===== src/rtl/instr_sequencer_pkg.sv =====
// Shared field positions, type codes, state encodings and the instruction
// classifier for the SoftMC instruction sequencer.
package instr_sequencer_pkg;

  localparam int INSTR_TYPE_HI = 31;
  localparam int INSTR_TYPE_LO = 28;
  localparam int INSTR_DDR_BIT = 31;
  localparam int WAIT_CNT_LO   = 0;

  localparam logic [3:0] INSTR_TYPE_WAIT   = 4'b0001;
  localparam logic [3:0] INSTR_TYPE_BUSDIR = 4'b0010;
  localparam logic [3:0] INSTR_TYPE_END    = 4'b0100;

  typedef enum logic [1:0] {
    SEQ_IDLE = 2'b00,
    SEQ_RUN  = 2'b01,
    SEQ_WAIT = 2'b10
  } seq_state_e;

  typedef enum logic [2:0] {
    CLS_DDR     = 3'd0,
    CLS_WAIT    = 3'd1,
    CLS_BUSDIR  = 3'd2,
    CLS_END     = 3'd3,
    CLS_UNKNOWN = 3'd4
  } instr_class_e;

  // The DDR bit takes priority over the type nibble; bits 30:28 are the decoder's business.
  function automatic instr_class_e classify_instr(input logic [31:0] instr);
    instr_class_e cls;
    if (instr[INSTR_DDR_BIT]) begin
      cls = CLS_DDR;
    end else begin
      case (instr[INSTR_TYPE_HI:INSTR_TYPE_LO])
        INSTR_TYPE_WAIT:   cls = CLS_WAIT;
        INSTR_TYPE_BUSDIR: cls = CLS_BUSDIR;
        INSTR_TYPE_END:    cls = CLS_END;
        default:           cls = CLS_UNKNOWN;
      endcase
    end
    return cls;
  endfunction

endpackage


===== src/rtl/instr_sequencer_if.sv =====
// Host FIFO, decoder and status signals of the instruction sequencer.
// master = host/FIFO side, slave = sequencer.
interface instr_sequencer_if #(
  parameter int INSTR_WIDTH = 32
);
  logic                   start;
  logic                   in_valid;
  logic [INSTR_WIDTH-1:0] in_instr;
  logic                   in_ready;
  logic                   dec_en;
  logic [INSTR_WIDTH-1:0] dec_instr;
  logic                   busdir;
  logic                   busy;
  logic                   done;
  logic                   err_unknown;

  modport master (
    output start, in_valid, in_instr,
    input  in_ready, dec_en, dec_instr, busdir, busy, done, err_unknown
  );

  modport slave (
    input  start, in_valid, in_instr,
    output in_ready, dec_en, dec_instr, busdir, busy, done, err_unknown
  );
endinterface


===== src/rtl/seq_wait_counter.sv =====
// WAIT cycle counter: parallel load, decrement that saturates at zero,
// and a flag marking the final WAIT cycle.
module seq_wait_counter #(
  parameter int WAIT_WIDTH = 28
) (
  input  logic                  clk,
  input  logic                  rst,
  input  logic                  load,
  input  logic [WAIT_WIDTH-1:0] load_val,
  input  logic                  dec,
  output logic                  last
);

  logic [WAIT_WIDTH-1:0] cnt_q;
  logic [WAIT_WIDTH-1:0] cnt_d;

  // Load has priority; decrement stops at zero so the count never wraps.
  always_comb begin
    cnt_d = cnt_q;
    if (load) begin
      cnt_d = load_val;
    end else if (dec && (cnt_q != '0)) begin
      cnt_d = cnt_q - WAIT_WIDTH'(1);
    end else begin
      cnt_d = cnt_q;
    end
  end

  // Counter register.
  always_ff @(posedge clk or posedge rst) begin
    if (rst) begin
      cnt_q <= '0;
    end else begin
      cnt_q <= cnt_d;
    end
  end

  assign last = (cnt_q == WAIT_WIDTH'(1));

endmodule


===== src/rtl/instr_sequencer.sv =====
// Pops SoftMC instructions from the host FIFO, forwards DDR commands to the
// decoder and executes WAIT / BUSDIR / END locally.
module instr_sequencer
  import instr_sequencer_pkg::*;
#(
  parameter int INSTR_WIDTH = 32,
  parameter int WAIT_WIDTH  = 28
) (
  input logic               clk,
  input logic               rst,
  instr_sequencer_if.slave  bus
);

  seq_state_e             state_q, state_d;
  logic                   dec_en_q, dec_en_d;
  logic [INSTR_WIDTH-1:0] dec_instr_q, dec_instr_d;
  logic                   busdir_q, busdir_d;
  logic                   busy_q, busy_d;
  logic                   done_q, done_d;
  logic                   err_q, err_d;

  logic                   in_ready_s;
  logic                   accept_s;
  instr_class_e           cls_s;
  logic [WAIT_WIDTH-1:0]  wait_n_s;
  logic                   cnt_load_s;
  logic                   cnt_dec_s;
  logic                   cnt_last_s;

  // Popping depends only on the state so reset drops in_ready immediately.
  assign in_ready_s = (state_q == SEQ_RUN);
  assign accept_s   = in_ready_s && bus.in_valid;
  assign cls_s      = classify_instr(bus.in_instr);
  assign wait_n_s   = bus.in_instr[WAIT_CNT_LO +: WAIT_WIDTH];

  seq_wait_counter #(
    .WAIT_WIDTH (WAIT_WIDTH)
  ) u_wait_cnt (
    .clk      (clk),
    .rst      (rst),
    .load     (cnt_load_s),
    .load_val (wait_n_s),
    .dec      (cnt_dec_s),
    .last     (cnt_last_s)
  );

  // Next-state and next-output logic; strobes default low, status holds.
  always_comb begin
    state_d     = state_q;
    dec_en_d    = 1'b0;
    dec_instr_d = dec_instr_q;
    busdir_d    = busdir_q;
    done_d      = 1'b0;
    err_d       = err_q;
    cnt_load_s  = 1'b0;
    cnt_dec_s   = 1'b0;

    case (state_q)
      SEQ_IDLE: begin
        if (bus.start) begin
          err_d   = 1'b0;
          state_d = SEQ_RUN;
        end else begin
          state_d = SEQ_IDLE;
        end
      end

      SEQ_RUN: begin
        if (accept_s) begin
          case (cls_s)
            CLS_DDR: begin
              dec_en_d    = 1'b1;
              dec_instr_d = bus.in_instr;
            end
            CLS_WAIT: begin
              // A zero count is a plain no-op: no stall at all.
              if (wait_n_s != '0) begin
                cnt_load_s = 1'b1;
                state_d    = SEQ_WAIT;
              end else begin
                state_d    = SEQ_RUN;
              end
            end
            CLS_BUSDIR: busdir_d = bus.in_instr[0];
            CLS_END: begin
              done_d  = 1'b1;
              state_d = SEQ_IDLE;
            end
            default: err_d = 1'b1;
          endcase
        end else begin
          state_d = SEQ_RUN;
        end
      end

      SEQ_WAIT: begin
        cnt_dec_s = 1'b1;
        if (cnt_last_s) begin
          state_d = SEQ_RUN;
        end else begin
          state_d = SEQ_WAIT;
        end
      end

      default: state_d = SEQ_IDLE;
    endcase

    busy_d = (state_d != SEQ_IDLE);
  end

  // State and registered outputs.
  always_ff @(posedge clk or posedge rst) begin
    if (rst) begin
      state_q     <= SEQ_IDLE;
      dec_en_q    <= 1'b0;
      dec_instr_q <= '0;
      busdir_q    <= 1'b0;
      busy_q      <= 1'b0;
      done_q      <= 1'b0;
      err_q       <= 1'b0;
    end else begin
      state_q     <= state_d;
      dec_en_q    <= dec_en_d;
      dec_instr_q <= dec_instr_d;
      busdir_q    <= busdir_d;
      busy_q      <= busy_d;
      done_q      <= done_d;
      err_q       <= err_d;
    end
  end

  assign bus.in_ready    = in_ready_s;
  assign bus.dec_en      = dec_en_q;
  assign bus.dec_instr   = dec_instr_q;
  assign bus.busdir      = busdir_q;
  assign bus.busy        = busy_q;
  assign bus.done        = done_q;
  assign bus.err_unknown = err_q;

endmodule


===== src/flat_wrapper.sv =====
// flat-port wrapper written by rule: the top's interface ports become plain ports
module instr_sequencer_flat import instr_sequencer_pkg::*;
#(
  parameter int INSTR_WIDTH = 32,
  parameter int WAIT_WIDTH  = 28
)
  (clk, rst, bus_start, bus_in_valid, bus_in_instr, bus_in_ready, bus_dec_en, bus_dec_instr, bus_busdir, bus_busy, bus_done, bus_err_unknown);
  instr_sequencer_if #(.INSTR_WIDTH(INSTR_WIDTH)) bus_i ();
  input logic clk;
  input logic rst;
  input wire logic [$bits(bus_i.start)-1:0] bus_start;
  input wire logic [$bits(bus_i.in_valid)-1:0] bus_in_valid;
  input wire logic [$bits(bus_i.in_instr)-1:0] bus_in_instr;
  output wire logic [$bits(bus_i.in_ready)-1:0] bus_in_ready;
  output wire logic [$bits(bus_i.dec_en)-1:0] bus_dec_en;
  output wire logic [$bits(bus_i.dec_instr)-1:0] bus_dec_instr;
  output wire logic [$bits(bus_i.busdir)-1:0] bus_busdir;
  output wire logic [$bits(bus_i.busy)-1:0] bus_busy;
  output wire logic [$bits(bus_i.done)-1:0] bus_done;
  output wire logic [$bits(bus_i.err_unknown)-1:0] bus_err_unknown;
  assign bus_i.start = bus_start;
  assign bus_i.in_valid = bus_in_valid;
  assign bus_i.in_instr = bus_in_instr;
  assign bus_in_ready = bus_i.in_ready;
  assign bus_dec_en = bus_i.dec_en;
  assign bus_dec_instr = bus_i.dec_instr;
  assign bus_busdir = bus_i.busdir;
  assign bus_busy = bus_i.busy;
  assign bus_done = bus_i.done;
  assign bus_err_unknown = bus_i.err_unknown;
  instr_sequencer #(.INSTR_WIDTH(INSTR_WIDTH), .WAIT_WIDTH(WAIT_WIDTH)) u_core (.clk(clk), .rst(rst), .bus(bus_i));
endmodule

===== config.mk =====
export PLATFORM = sky130hd
export DESIGN_NAME = instr_sequencer_flat
export DESIGN_NICKNAME = d
export VERILOG_FILES = /design/src/rtl/instr_sequencer_pkg.sv /design/src/rtl/instr_sequencer_if.sv /design/src/rtl/seq_wait_counter.sv /design/src/rtl/instr_sequencer.sv /design/src/flat_wrapper.sv
export SDC_FILE = /design/constraint.sdc
export NUM_CORES = 1
export LEC_CHECK = 0
export ABC_AREA = 1
export BUFFER_PORTS_ARGS = -buffer_cell sky130_fd_sc_hd__buf_2
export CAP_MARGIN = 10
export CORE_MARGIN = 5
export CORE_UTILIZATION = 50
export CTS_CLUSTER_DIAMETER = 40
export DETAILED_ROUTE_END_ITERATION = 10
export HOLD_SLACK_MARGIN = 0.1
export PLACE_DENSITY = 0.74
export REMOVE_ABC_BUFFERS = 1
export SLEW_MARGIN = 40
export SYNTH_ARGS = -nofsm -noshare
export SYNTH_HDL_FRONTEND = slang
export SYNTH_SLANG_ARGS = --single-unit

===== constraint.sdc =====
create_clock -name clk -period 1.6 [get_ports clk]
set_input_delay 0 -clock clk [delete_from_list [all_inputs] [get_ports clk]]
set_output_delay 0 -clock clk [all_outputs]
set_load 0.03 [all_outputs]

# [Word level (Yosys, flattened, before mapping)]
# Cells that the tools add are included.
[word_totals] regBits=67 latchBits=0 ram_bits=0 rom_bits=0 in_bits=36 out_inout_bits=38 wordCells=59 n_memories=0
[classes] add_sub_neg=1 n_mul=0 div_mod_pow=0 order_cmp=0 n_eq_ne=12 n_shift=0 muxes=25 bitwise_logic=0 reduce_logical=13
[ops] op="28-bit 2-to-1 mux" n=2
[ops] op="28-bit nonzero test" n=2
[ops] op="28-bit by 1-bit == test with 1-bit output (second input constant)" n=1
[ops] op="28-bit by 1-bit subtractor with 28-bit output (second input constant)" n=1
[ops] op="1-bit 2-to-1 mux" n=15
[ops] op="3-bit case mux with 3 select lines" n=1
[ops] op="3-bit by 2-bit == test with 1-bit output (second input constant)" n=2
[ops] op="2-bit 2-to-1 mux" n=3
[ops] op="2-bit != test (second input constant)" n=3
[ops] op="2-bit case mux with 3 select lines" n=1
[ops] op="3-bit AND reduction" n=2
[ops] op="2-bit nonzero test" n=3
[ops] op="4-bit by 1-bit == test with 1-bit output (second input constant)" n=1
[ops] op="4-bit by 2-bit == test with 1-bit output (second input constant)" n=1
[ops] op="4-bit by 3-bit == test with 1-bit output (second input constant)" n=1
[ops] op="2-bit case mux with 2 select lines" n=1
[ops] op="4-bit AND reduction" n=1
[ops] op="4-bit OR reduction" n=1
[ops] op="3-bit by 1-bit == test with 1-bit output (second input constant)" n=1
[ops] op="3-bit logical NOT" n=1
[ops] op="3-bit 2-to-1 mux" n=1
[ops] op="2-bit by 1-bit == test with 1-bit output (second input constant)" n=1
[ops] op="2-bit == test (second input constant)" n=1
[ops] op="1-bit logical AND" n=2
[ops] op="other kinds (2)" n=2

# [Depth between registers and ports, before layout]
# Gate-level depths: netlist (run 1).
[logic_depth] word_depth=8 mapped_depth=12 depth_no_buf=11

# [Hierarchy]
# From an unflattened synthesis (run 1), not the netlist that was laid out.
[hier_totals] hier_cells=591 hier_area_um2=4157.7
[modules_own_cells] module="seq_wait_counter" n_inst=1 cells_each=386 area_each_um2=2250.9 seq_area_each_um2=700.7
[modules_own_cells] module="instr_sequencer" n_inst=1 cells_each=205 area_each_um2=1906.8 seq_area_each_um2=975.9

# [Least setup slack after synthesis (run 1)]
# OpenSTA, ideal clock, no wires.
[synth_timing] path_kind="reg2reg" from="reg u_core.state_q[1]" to="reg u_core.u_wait_cnt.cnt_q[10]" setup_time_ns=0.068 t_arrival_ns=1.593 required_time_ns=1.532 path_slack_ns=-0.061 stages_incl_launch_ff=11 n_path_buf=1 synth_period_minus_slack_ns=1.661 path_cell_list="dfrtp_1 nor2_2 nand2_1 inv_2 nand2_1 inv_2 nand2_2 clkinv_2 buf_2 nand2_1 nand3_1"
[synth_via] elab_chain_len=5 word_cells_on_any_way=9 cone_classes="eq/ne (2); mux (4); reduce/logical (3)"
[synth_rtl] item="start: declaration" line="instr_sequencer.sv:14" text="seq_state_e state_q, state_d;"
[synth_rtl] item="start signal: assignment" line="instr_sequencer.sv:122" text="state_q <= state_d;"
[synth_rtl] item="2-bit by 1-bit == test with 1-bit output *" line="instr_sequencer.sv:31" text="assign in_ready_s = (state_q == SEQ_RUN);"
[synth_rtl] item="net bus_in_ready" line="flat_wrapper.sv:14" text="output wire logic [$bits(bus_i.in_ready)-1:0] bus_in_ready;"
[synth_rtl] item="1-bit logical AND" line="instr_sequencer.sv:32" text="assign accept_s = in_ready_s && bus.in_valid;"
[synth_rtl] item="1-bit 2-to-1 mux" line="instr_sequencer.sv:69" text="if (accept_s) begin"
[synth_rtl] item="1-bit 2-to-1 mux *" line="instr_sequencer.sv:58" text="case (state_q)"
[synth_rtl] item="28-bit 2-to-1 mux or 2-bit nonzero test (tied branches)"
[synth_rtl] item="end signal: assignment" line="seq_wait_counter.sv:34" text="cnt_q <= cnt_d;"
[synth_rtl] item="end: declaration" line="seq_wait_counter.sv:14" text="logic [WAIT_WIDTH-1:0] cnt_q;"
# The timed path passes the listed nets; every way through them passes the cells marked *.
# A chain may end at the register's enable or synchronous reset.

# [Worst setup path in the final report (run 1)]
[layout_timing] from="reg u_core.u_wait_cnt.cnt_q[2]" to="reg u_core.u_wait_cnt.cnt_q[0]"
[layout_via] elab_chain_len=3
[layout_rtl] item="28-bit nonzero test" line="seq_wait_counter.sv:22" text="end else if (dec && (cnt_q != '0)) begin"
[layout_rtl] item="1-bit logical AND" line="seq_wait_counter.sv:22"
[layout_rtl] item="2-bit nonzero test (no line)"
# No other way between the ends.

==> flow_summary.toml, run 1 <==
[sta]
clock-skew-final_ns = 0.0135
period_needed_ns = 1.58
max_freq_mhz = 633
timing.final.ws_setup_ns = 0.0207
rsz_0062_raised_after_global_routing = "true"
period_share_pct = 98.7
timing.final.hold_violations = 0
timing_worst_slew_pin_value_ns = 0.488
maxSlewHeadroom_pct = 67.4
whs_ns = 0.204
final_number_of_max_transition_violations = 0
setup_viol = 0

[floorplan]
floorplan.die.width_um = 97.2
ios = 74
coreArea_mm2 = 0.00733
initial_utilization_pct = 51.8
dieArea_mm2 = 0.00944
die_h_um = 97.2
core.rowCount = 31

[synth]
netlist_top_cells_area = "dfrtp_1, nand2_1, nand3_1"
ys.warnings.count = 0
postSynthAreaPerCell_um2 = 7.12
yosys.area.top_type = "dfrtp_1"
top_cell_type_s_share_of_synthesized_area_pct = 44.2
synth.ff_latch_count = 67
synth_cell_type_count = 28
mappedNetlistArea_mm2 = 0.00380
register_area_share_after_synthesis_pct = 44.2
post_synth_inst_count = 533

[power]
clkPwrFrac_pct = 19.0
p_switching_uw = 4230
sw_frac_of_total_pct = 44.5
power_uw = 9500
cellLeakagePower_uw = 0.00272
share_of_total_power_in_sequential_cells_pct = 32.9
cell_internal_pwr_uw = 5270
comb_power_share_pct = 48.1
ir_drop_uv = 1080
cellPowerDensity_mw_per_mm2 = 1770

[grt]
grt_usage_pct = 24.5
via_count_of_the_first_global_routing_pass = 4020
antenna_found_initial = 0
globalRoute.totalOverflow = 0
global_route_wire_length_before_repair_um = 19000
grt_start_max_net_pins = 44

[worst_setup_path]
endpoint_of_the_worst_register_to_register_path = "u_core.u_wait_cnt.cnt_q[0]"
worst_setup_path_end_kind = "register"
origin_of_the_critical_flop_to_flop_path = "u_core.u_wait_cnt.cnt_q[2]"
cp_data_required_time_ns = 1.85
worstRegToRegCells = 11
crit_fanout = 11
critical_path.startpoint = "u_core.u_wait_cnt.cnt_q[2]"
regToRegSetupSlack_ns = 0.02
ws_path_type = "register to register"
arrival_time_worst_endpoint_ns = 1.83
crit_path_start_kind = "register"

[clock_network]
cts.sink_count = 67
cts_tree = "yes"
insertion_delay_ns = 0.36
clkSlewWorstSetupHoldPaths_ns = 0.09
ctsLongestPathBuffers = 2
ctsRootBufferMaster = "clkbuf_8"
cts-buffers-inserted = 9
h-tree-depth = 3

[flow_run]
drv.max_cap_violation_count = 0

[route]
drt_wl_total_um = 11700
number_of_iterations_in_the_first_detailed_routing_pass = 5
ant_nets = 0
detail_route.iter0.violations = 225
detail_route.wl_per_cell_um = 15.0
dr_total_vias = 4035
viasPerCell = 5.18
drcViolationCount = 0

[worst_hold_path]
hold_path_class = "input port to asynchronous set/reset pin"

[outcome]
run_status = "complete, no violations"

[place]
pre_cts_slack_ns = -0.193
hpwlAfterDp_um = 7770
port_buffers = 73
gp_congestion = 0.952

[finish]
layout.core_utilization_pct = 73.1
design.final.nets = 713
proportion_of_layout_cells_with_a_drive_suffix_above_1_pct = 30.0
area_growth_pct = 41.1
count_of_filler_cells_inserted_in_the_layout = 583
n_antenna_cell = 0
[how the worst max path moves through the flow]
| stage | to | slack, ns | depth (start not counted) |
|---|---|---|---|
| finish | u_core.u_wait_cnt.cnt_q[0] | 0.02 | 11 |
| global placement | u_core.u_wait_cnt.cnt_q[17] | -0.05 | 11 |
| global route | u_core.u_wait_cnt.cnt_q[25] | -0.06 | 11 |
| floorplan | u_core.bus.dec_instr[0] | -0.80 | 6 |
| detailed placement | u_core.u_wait_cnt.cnt_q[17] | -0.19 | 11 |
| CTS | u_core.u_wait_cnt.cnt_q[0] | -0.01 | 11 |
[cell usage after synthesis, drive strengths merged]
cell type / n
nor3: 3
nand2: 204
inv: 43
nand4: 10
dfrtp: 67
xor2: 5
a21oi: 3
nor2: 77
buf: 12
clkbuf: 4
clkinv: 3
or2: 1
o21ai: 16
nand3: 75
a31oi: 1
ha: 2
xnor2: 7
[cell type report]
class	count	area, um2	share of cell area (%)
flip-flops and latches	67	1680	31.4
clock buffers	10	138	2.57
repair buffers	147	1100	20.6
multi-input cells	404	2010	37.5
well taps	99	124	2.31
inverters	46	191	3.57
clock inverters	6	113	2.10
[placed cells by master, fill, tap and decap left out, types with 2 or more instances in the layout]
cell / synthesis / final
nor2_4: 4 / 12
xor2_1: 5 / 5
nand2_2: 7 / 12
nand2_1: 196 / 188
nand4_1: 10 / 10
nand2_4: 1 / 3
clkinv_4: 0 / 3
nand3_2: 6 / 6
buf_6: 2 / 2
nand3_1: 69 / 69
dfrtp_2: 0 / 5
o21ai_1: 4 / 5
clkinv_2: 2 / 2
nor2_1: 71 / 43
buf_2: 6 / 73
inv_2: 7 / 9
a21oi_1: 3 / 3
o21ai_0: 12 / 11
clkbuf_8: 0 / 10
dfrtp_1: 67 / 62
bufinv_16: 0 / 3
inv_1: 36 / 32
xnor2_1: 7 / 7
nor3_1: 3 / 2
dlygate4sd3_1: 0 / 36
nor2_2: 2 / 22
buf_4: 3 / 30
buf_12: 1 / 5
[logic make-up after synthesis]
group / count (synthesis) / synth area share, %
AO/OA/AOI/OAI: 20 / 2.67
buffers and inverters: 62 / 7.51
AND/OR/NAND/NOR: 370 / 42.2
flip-flops: 67 / 44.2
XOR/XNOR: 12 / 2.77
adder cells (fa/ha/maj): 2 / 0.659
[power by group through the flow]
stage,registers [uW],logic (uW),clock network [uW]
final,3130,4560,1800
after global routing,3230,4970,1890
after CTS,3070,4200,1810
after detailed placement,3060,4040,0
after global placement,3030,3950,0
after floorplan,3870,1770,0
[worst max-delay path, cell delays in order, from the launching register on]
cell	delay, ns
dfrtp_1	0.46
nor2_4	0.18
nand2_4	0.08
clkinv_4	0.06
nand2_4	0.05
nor2_4	0.11
nand2_2	0.10
nand2_8	0.12
buf_12	0.15
nand2_2	0.05
nand3_1	0.06
nand2_1	0.05
[state kept, by name, indices dropped and copies added, names as in the netlist]
| register | count |
|---|---|
| u_core.bus.done | 1 |
| u_core.bus.busy | 1 |
| u_core.u_wait_cnt.cnt_q | 28 |
| u_core.state_q | 2 |
| u_core.bus.err_unknown | 1 |
| u_core.bus.busdir | 1 |
| u_core.bus.dec_instr | 32 |
| u_core.bus.dec_en | 1 |
[through the flow]
stage	cells	area [um2]	TNS, ns
2_1_floorplan	517	3690	-40.86
5_1_grt	779	5360	-0.443
6_report	779	5360	0
3_3_place_gp	719	4450	-1.20
3_5_place_dp	719	4450	-3.86
4_1_cts	772	5140	-0.0103
[timing repair]
action	CTS	global route
gates resized for setup	17	55
hold endpoints to repair	131	0
pin swaps	2	6
endpoints found under the setup margin	30	63
hold buffers	36	0
setup buffers	0	7
gates cloned	1	0
[metal layers]
layer  GRT usage, %  wire length [um]  vias to the layer above  part of all wire, %
li1               -                 -                     1965                    -
met1           31.2              4860                     1910                   41
met2           41.6              5900                      140                   50
met3           5.38               792                       20                  6.8
met4           7.78               172                        0                  1.5
met5              0                 0                        -                    0
No activity file was read; power rests on OpenSTA's default activity.
==> run 2, diff against run 1 <==
REMOVE_ABC_BUFFERS = not set   (was 1)
TNS_END_PERCENT = 20   (was not set)
==> flow_summary.toml, run 2 (synthesized netlist as in run 1, its figures left out) <==
[outcome]
run_status = "finished, violations left"
failing_checks = "negative setup slack"

[sta]
final_number_of_max_transition_violations = 0
setup_viol = 24
timing_worst_slew_pin_value_ns = 0.438
timing.final.hold_violations = 0
timing.final.ws_setup_ns = -0.0607
maxSlewHeadroom_pct = 70.8
setup-tns-final_ns = -0.834
max_freq_mhz = 602
period_needed_ns = 1.66
clock-skew-final_ns = 0.00867
rsz_0062_raised_after_global_routing = "true"
period_share_pct = 104

[grt]
antenna_found_initial = 0
global_route_wire_length_before_repair_um = 20500
grt_start_max_net_pins = 68
via_count_of_the_first_global_routing_pass = 4324
grt_usage_pct = 26.8
globalRoute.totalOverflow = 0

[floorplan]
initial_utilization_pct = 51.8
die_h_um = 97.2
coreArea_mm2 = 0.00733
floorplan.die.width_um = 97.2
ios = 74
core.rowCount = 31
dieArea_mm2 = 0.00944

[place]
hpwlAfterDp_um = 8190
port_buffers = 73
pre_cts_slack_ns = -0.152
gp_congestion = 0.948

[power]
sw_frac_of_total_pct = 45.4
cellLeakagePower_uw = 0.00289
share_of_total_power_in_sequential_cells_pct = 31.3
comb_power_share_pct = 51.9
ir_drop_uv = 1070
p_switching_uw = 4610
power_uw = 10100
clkPwrFrac_pct = 16.8
cell_internal_pwr_uw = 5530
cellPowerDensity_mw_per_mm2 = 1790

[finish]
largest_register_ffs = 32
design.final.nets = 743
area_growth_pct = 49.1
most-common-layout-cells = "nand2_1, buf_2, dfrtp_1, buf_4, nand3_1"
layout.core_utilization_pct = 77.2
n_antenna_cell = 0
proportion_of_layout_cells_with_a_drive_suffix_above_1_pct = 36.2
layout_commonest_cell = "nand2_1"

[clock_network]
insertion_delay_ns = 0.36
clkSlewWorstSetupHoldPaths_ns = 0.08
h-tree-depth = 3
cts.sink_count = 67
ctsLongestPathBuffers = 2
cts-buffers-inserted = 9
cts_tree = "yes"
ctsRootBufferMaster = "clkbuf_8"

[worst_setup_path]
regToRegSetupSlack_ns = -0.06
crit_path_start_kind = "register"
arrival_time_worst_endpoint_ns = 1.89
worst_setup_path_end_kind = "register"
crit_fanout = 26
origin_of_the_critical_flop_to_flop_path = "u_core.u_wait_cnt.cnt_q[0]"
crit_path_cell_trace = "inv_2, ha_4, nand2_2, inv_4, nand2_4, nor2_4, nand2_2, nand2_4, inv_6, nand2_1, nand3_1"
cp_slowest_cell = "dfrtp_1"
endpoint_of_the_worst_register_to_register_path = "u_core.u_wait_cnt.cnt_q[1]"
ws_path_type = "register to register"
worstRegToRegCells = 11
cp_data_required_time_ns = 1.83
critical_path.max_stage_delay_ns = 0.40

[route]
ant_nets = 0
dr_total_vias = 4491
detail_route.iter0.violations = 446
viasPerCell = 5.55
drcViolationCount = 0
detail_route.wl_per_cell_um = 17.4
number_of_iterations_in_the_first_detailed_routing_pass = 5
drt_wl_total_um = 14000

[worst_hold_path]
hold_path_class = "input port to register"
min_delay_path_depth = 8
min-delay-start = "bus_in_instr[19]"
hold-path-endpoint = "u_core.state_q[0]"

[flow_run]
drv.max_cap_violation_count = 0

[synth]
synthesis.nets = 571
-- run 2: cell types whose count changed in the layout (fill, tap and decap cells not counted), moves of 3 or more --
| cell | delta |
|---|---|
| nor2_1 | -3 |
| buf_4 | +29 |
| nand2_1 | -4 |
| nand3_1 | -12 |
| nor2_4 | +3 |
| nand3_2 | +12 |
| clkinvlp_4 | +3 |
| nand2_2 | +4 |
| clkinv_4 | -3 |
-- run 2: worst max path at each step --
stage	startpoint	endpoint	slack, ns
detailed placement	u_core.u_wait_cnt.cnt_q[0]	u_core.u_wait_cnt.cnt_q[9]	-0.15
global route	u_core.u_wait_cnt.cnt_q[0]	u_core.u_wait_cnt.cnt_q[9]	-0.12
CTS	u_core.u_wait_cnt.cnt_q[0]	u_core.u_wait_cnt.cnt_q[8]	-0.009
global placement	u_core.u_wait_cnt.cnt_q[0]	u_core.u_wait_cnt.cnt_q[9]	-0.07
finish	u_core.u_wait_cnt.cnt_q[0]	u_core.u_wait_cnt.cnt_q[1]	-0.06
floorplan	u_core.state_q[1]	u_core.u_wait_cnt.cnt_q[10]	-0.06
-- run 2: power groups by stage --
stage               combinational (uW)  clock, uW  sequential [uW]
detailed placement                4340          0             3010
CTS                               4510       1680             3020
finish                            5260       1710             3170
global route                      5670       1790             3240
global placement                  4250          0             2980
floorplan                         1800          0             3870
-- run 2: final cells by class --
| cell class | count | area (um2) |
|---|---|---|
| clock buffer | 11 | 151 |
| tap | 99 | 124 |
| inverter | 46 | 194 |
| fill | 471 | 1670 |
| multi-input combinational | 404 | 2100 |
| timing repair buffer | 177 | 1330 |
| sequential | 67 | 1680 |
| clock inverter | 5 | 83.8 |
-- run 2: worst max-delay path: cells and delay by family (launching register included) --
kind / cells / cell delay, ns
and+or+nand+nor: 7 / 0.65
DFF: 1 / 0.40
buffers and inverters: 3 / 0.30
adders and majority gates: 1 / 0.16
-- run 2: what timing repair did --
action                                  in CTS  in global routing
hold buffers                                36                  0
gates resized for setup                     19                 80
cloned                                       1                  0
setup buffers                                1                 18
endpoints found under the hold margin      129                  0
pin swaps                                    1                 26
endpoints found under the setup margin      28                 57
-- run 2: through the flow --
step	instance area (um2)	cells	hold WS (ns)
after floorplan	3800	533	0.117
after global placement	4570	737	0.122
after detailed placement	4570	737	0.130
after CTS	5270	791	0.214
after global routing	5660	809	0.264
final	5660	809	0.194
-- run 2: layer usage --
metal	wire length, um	GRT usage (%)	part of all wire (%)
met2	7130	45.9	51
met4	591	12.3	4.2
met3	1060	5.74	7.6
met1	5260	32.0	37
met5	0	0	0
==> run 3, diff against run 2 <==
CORE_UTILIZATION = 56   (was 50)
PLACE_DENSITY = 0.79   (was 0.74)
clock period = 1.7 ns   (was 1.6 ns; I/O delays follow)
==> flow_summary.toml, run 3 (synthesized netlist as in run 1, its figures left out) <==
[place]
gp_congestion = 0.936
port_buffers = 73
pre_cts_slack_ns = -0.0831
hpwlAfterDp_um = 7840

[finish]
design.final.nets = 705
most-common-layout-cells = "nand2_1, buf_2, nand3_1, dfrtp_1, nor2_1"
area_growth_pct = 33.4
n_antenna_cell = 0
largest_register_ffs = 32
layout_commonest_cell = "nand2_1"
proportion_of_layout_cells_with_a_drive_suffix_above_1_pct = 25.3
layout.core_utilization_pct = 75.8

[route]
number_of_iterations_in_the_first_detailed_routing_pass = 5
highest_layer = "met4"
detail_route.iter0.violations = 346
drt_wl_total_um = 11700
met2RoutedLength_um = 5870
drcViolationCount = 0
dr_total_vias = 4075
ant_nets = 0
viasPerCell = 5.42
detail_route.wirelength.met1_um = 4700
dr_wl_met3_um = 882
detail_route.wl_per_cell_um = 15.6

[sta]
timing.final.ws_setup_ns = 0.0202
period_share_pct = 98.8
clock-skew-final_ns = 0.0121
maxSlewHeadroom_pct = 73.2
max_freq_mhz = 595
timing.final.hold_violations = 0
rsz_0062_raised_after_global_routing = "true"
final_number_of_max_transition_violations = 0
period_needed_ns = 1.68
timing_worst_slew_pin_value_ns = 0.400
setup_viol = 0
setup-tns-final_ns = 0

[worst_setup_path]
origin_of_the_critical_flop_to_flop_path = "u_core.u_wait_cnt.cnt_q[18]"
worst_setup_path_end_kind = "register"
critical_path.startpoint = "u_core.u_wait_cnt.cnt_q[18]"
endpoint_of_the_worst_register_to_register_path = "u_core.u_wait_cnt.cnt_q[3]"
worstSetupEndpoint = "u_core.u_wait_cnt.cnt_q[3]"
crit_path_start_kind = "register"
arrival_time_worst_endpoint_ns = 1.96
crit_fanout = 10
regToRegSetupSlack_ns = 0.02
worstRegToRegCells = 10
cp_data_required_time_ns = 1.98
ws_path_type = "register to register"

[power]
cellPowerDensity_mw_per_mm2 = 1640
cellLeakagePower_uw = 0.00260
ir_drop_uv = 1280

[floorplan]
die_h_um = 92.3
floorplan.die.width_um = 92.3
ios = 74
coreArea_mm2 = 0.00668
core.rowCount = 30
initial_utilization_pct = 56.8
dieArea_mm2 = 0.00853

[outcome]
run_status = "complete, no violations"

[clock_network]
cts_tree = "yes"
cts-buffers-inserted = 9
cts.sink_count = 67
ctsRootBufferMaster = "clkbuf_8"
h-tree-depth = 3
insertion_delay_ns = 0.36
ctsLongestPathBuffers = 2
clkSlewWorstSetupHoldPaths_ns = 0.08

[grt]
antenna_found_initial = 0
global_route_wire_length_before_repair_um = 18800
grt_start_max_net_pins = 68
globalRoute.totalOverflow = 0
via_count_of_the_first_global_routing_pass = 3853
grt_usage_pct = 28.0

[worst_hold_path]
min-delay-start = "bus_in_instr[25]"
hold_path_class = "input port to register"

[synth]
synthesis.nets = 571

[flow_run]
drv.max_cap_violation_count = 0
## run 3: cell count changes in the layout (fill, tap and decap cells not counted), moves of 3 or more
| cell | change |
|---|---|
| buf_4 | -34 |
| nor2_1 | +18 |
| nand3_1 | +12 |
| nand3_2 | -12 |
| nor2_4 | -10 |
| nand2_1 | +9 |
| nand2_2 | -8 |
| nor2_2 | -8 |
| dfrtp_1 | +4 |
| dfrtp_2 | -4 |
| buf_12 | -3 |
| buf_6 | -3 |
## run 3: repair_timing
item	in CTS	in global routing
pin swaps	0	1
setup endpoints to repair	26	35
gates cloned	0	2
endpoints found under the hold margin	131	0
hold buffers	36	0
buffers inserted	0	1
resized for setup	3	34
## run 3: worst min path at each step
stage	endpoint	slack [ns]	cells past startpoint
after global routing	u_core.state_q[0]	0.26	8
after global placement	u_core.bus.dec_instr[31]	0.1	3
after CTS	u_core.state_q[0]	0.20	8
after detailed placement	u_core.bus.dec_instr[0]	0.11	3
after floorplan	u_core.bus.dec_instr[10]	0.12	2
final	u_core.state_q[0]	0.22	8
## run 3: routing by layer
metal	global-route usage [%]	vias up
li1	-	1953
met1	36.5	1908
met4	8.79	0
met5	0	-
met2	47.3	181
met3	5.52	33
## run 3: per-stage QoR
step	total power, uW	instances	hold WS [ns]	area, um2
floorplan	5340	533	0.117	3800
global placement	6520	697	0.0999	4370
detailed placement	6630	697	0.110	4370
CTS	8090	749	0.195	4940
global route	8840	752	0.258	5070
finish	8310	752	0.216	5070
## run 3: area by class of cell
| cell class | count | area, um2 |
|---|---|---|
| fillers | 490 | 1610 |
| flip-flops and latches | 67 | 1680 |
| well taps | 80 | 100 |
| repair inverters | 1 | 8.76 |
| clock inverters | 7 | 76.3 |
| repair buffers | 137 | 963 |
| clock buffers | 9 | 124 |
| multi-input cells | 405 | 1920 |
| inverters | 46 | 194 |
## run 3: power by group
part | leakage [uW] | internal, uW | switching, uW
clock | 0.0000958 | 684 | 688
combinational | 0.00170 | 1430 | 2570
sequential | 0.000811 | 2330 | 622
## run 3: critical path: stages (launching register included)
cell and delay [ns]:
dfrtp_1 0.47, nor2_2 0.16, nand2_2 0.10, nor2_4 0.14, nand2_2 0.11, inv_2 0.09, nand2_4 0.07, nand2_8 0.10
buf_8 0.14, nand3_1 0.11, nand3_1 0.10
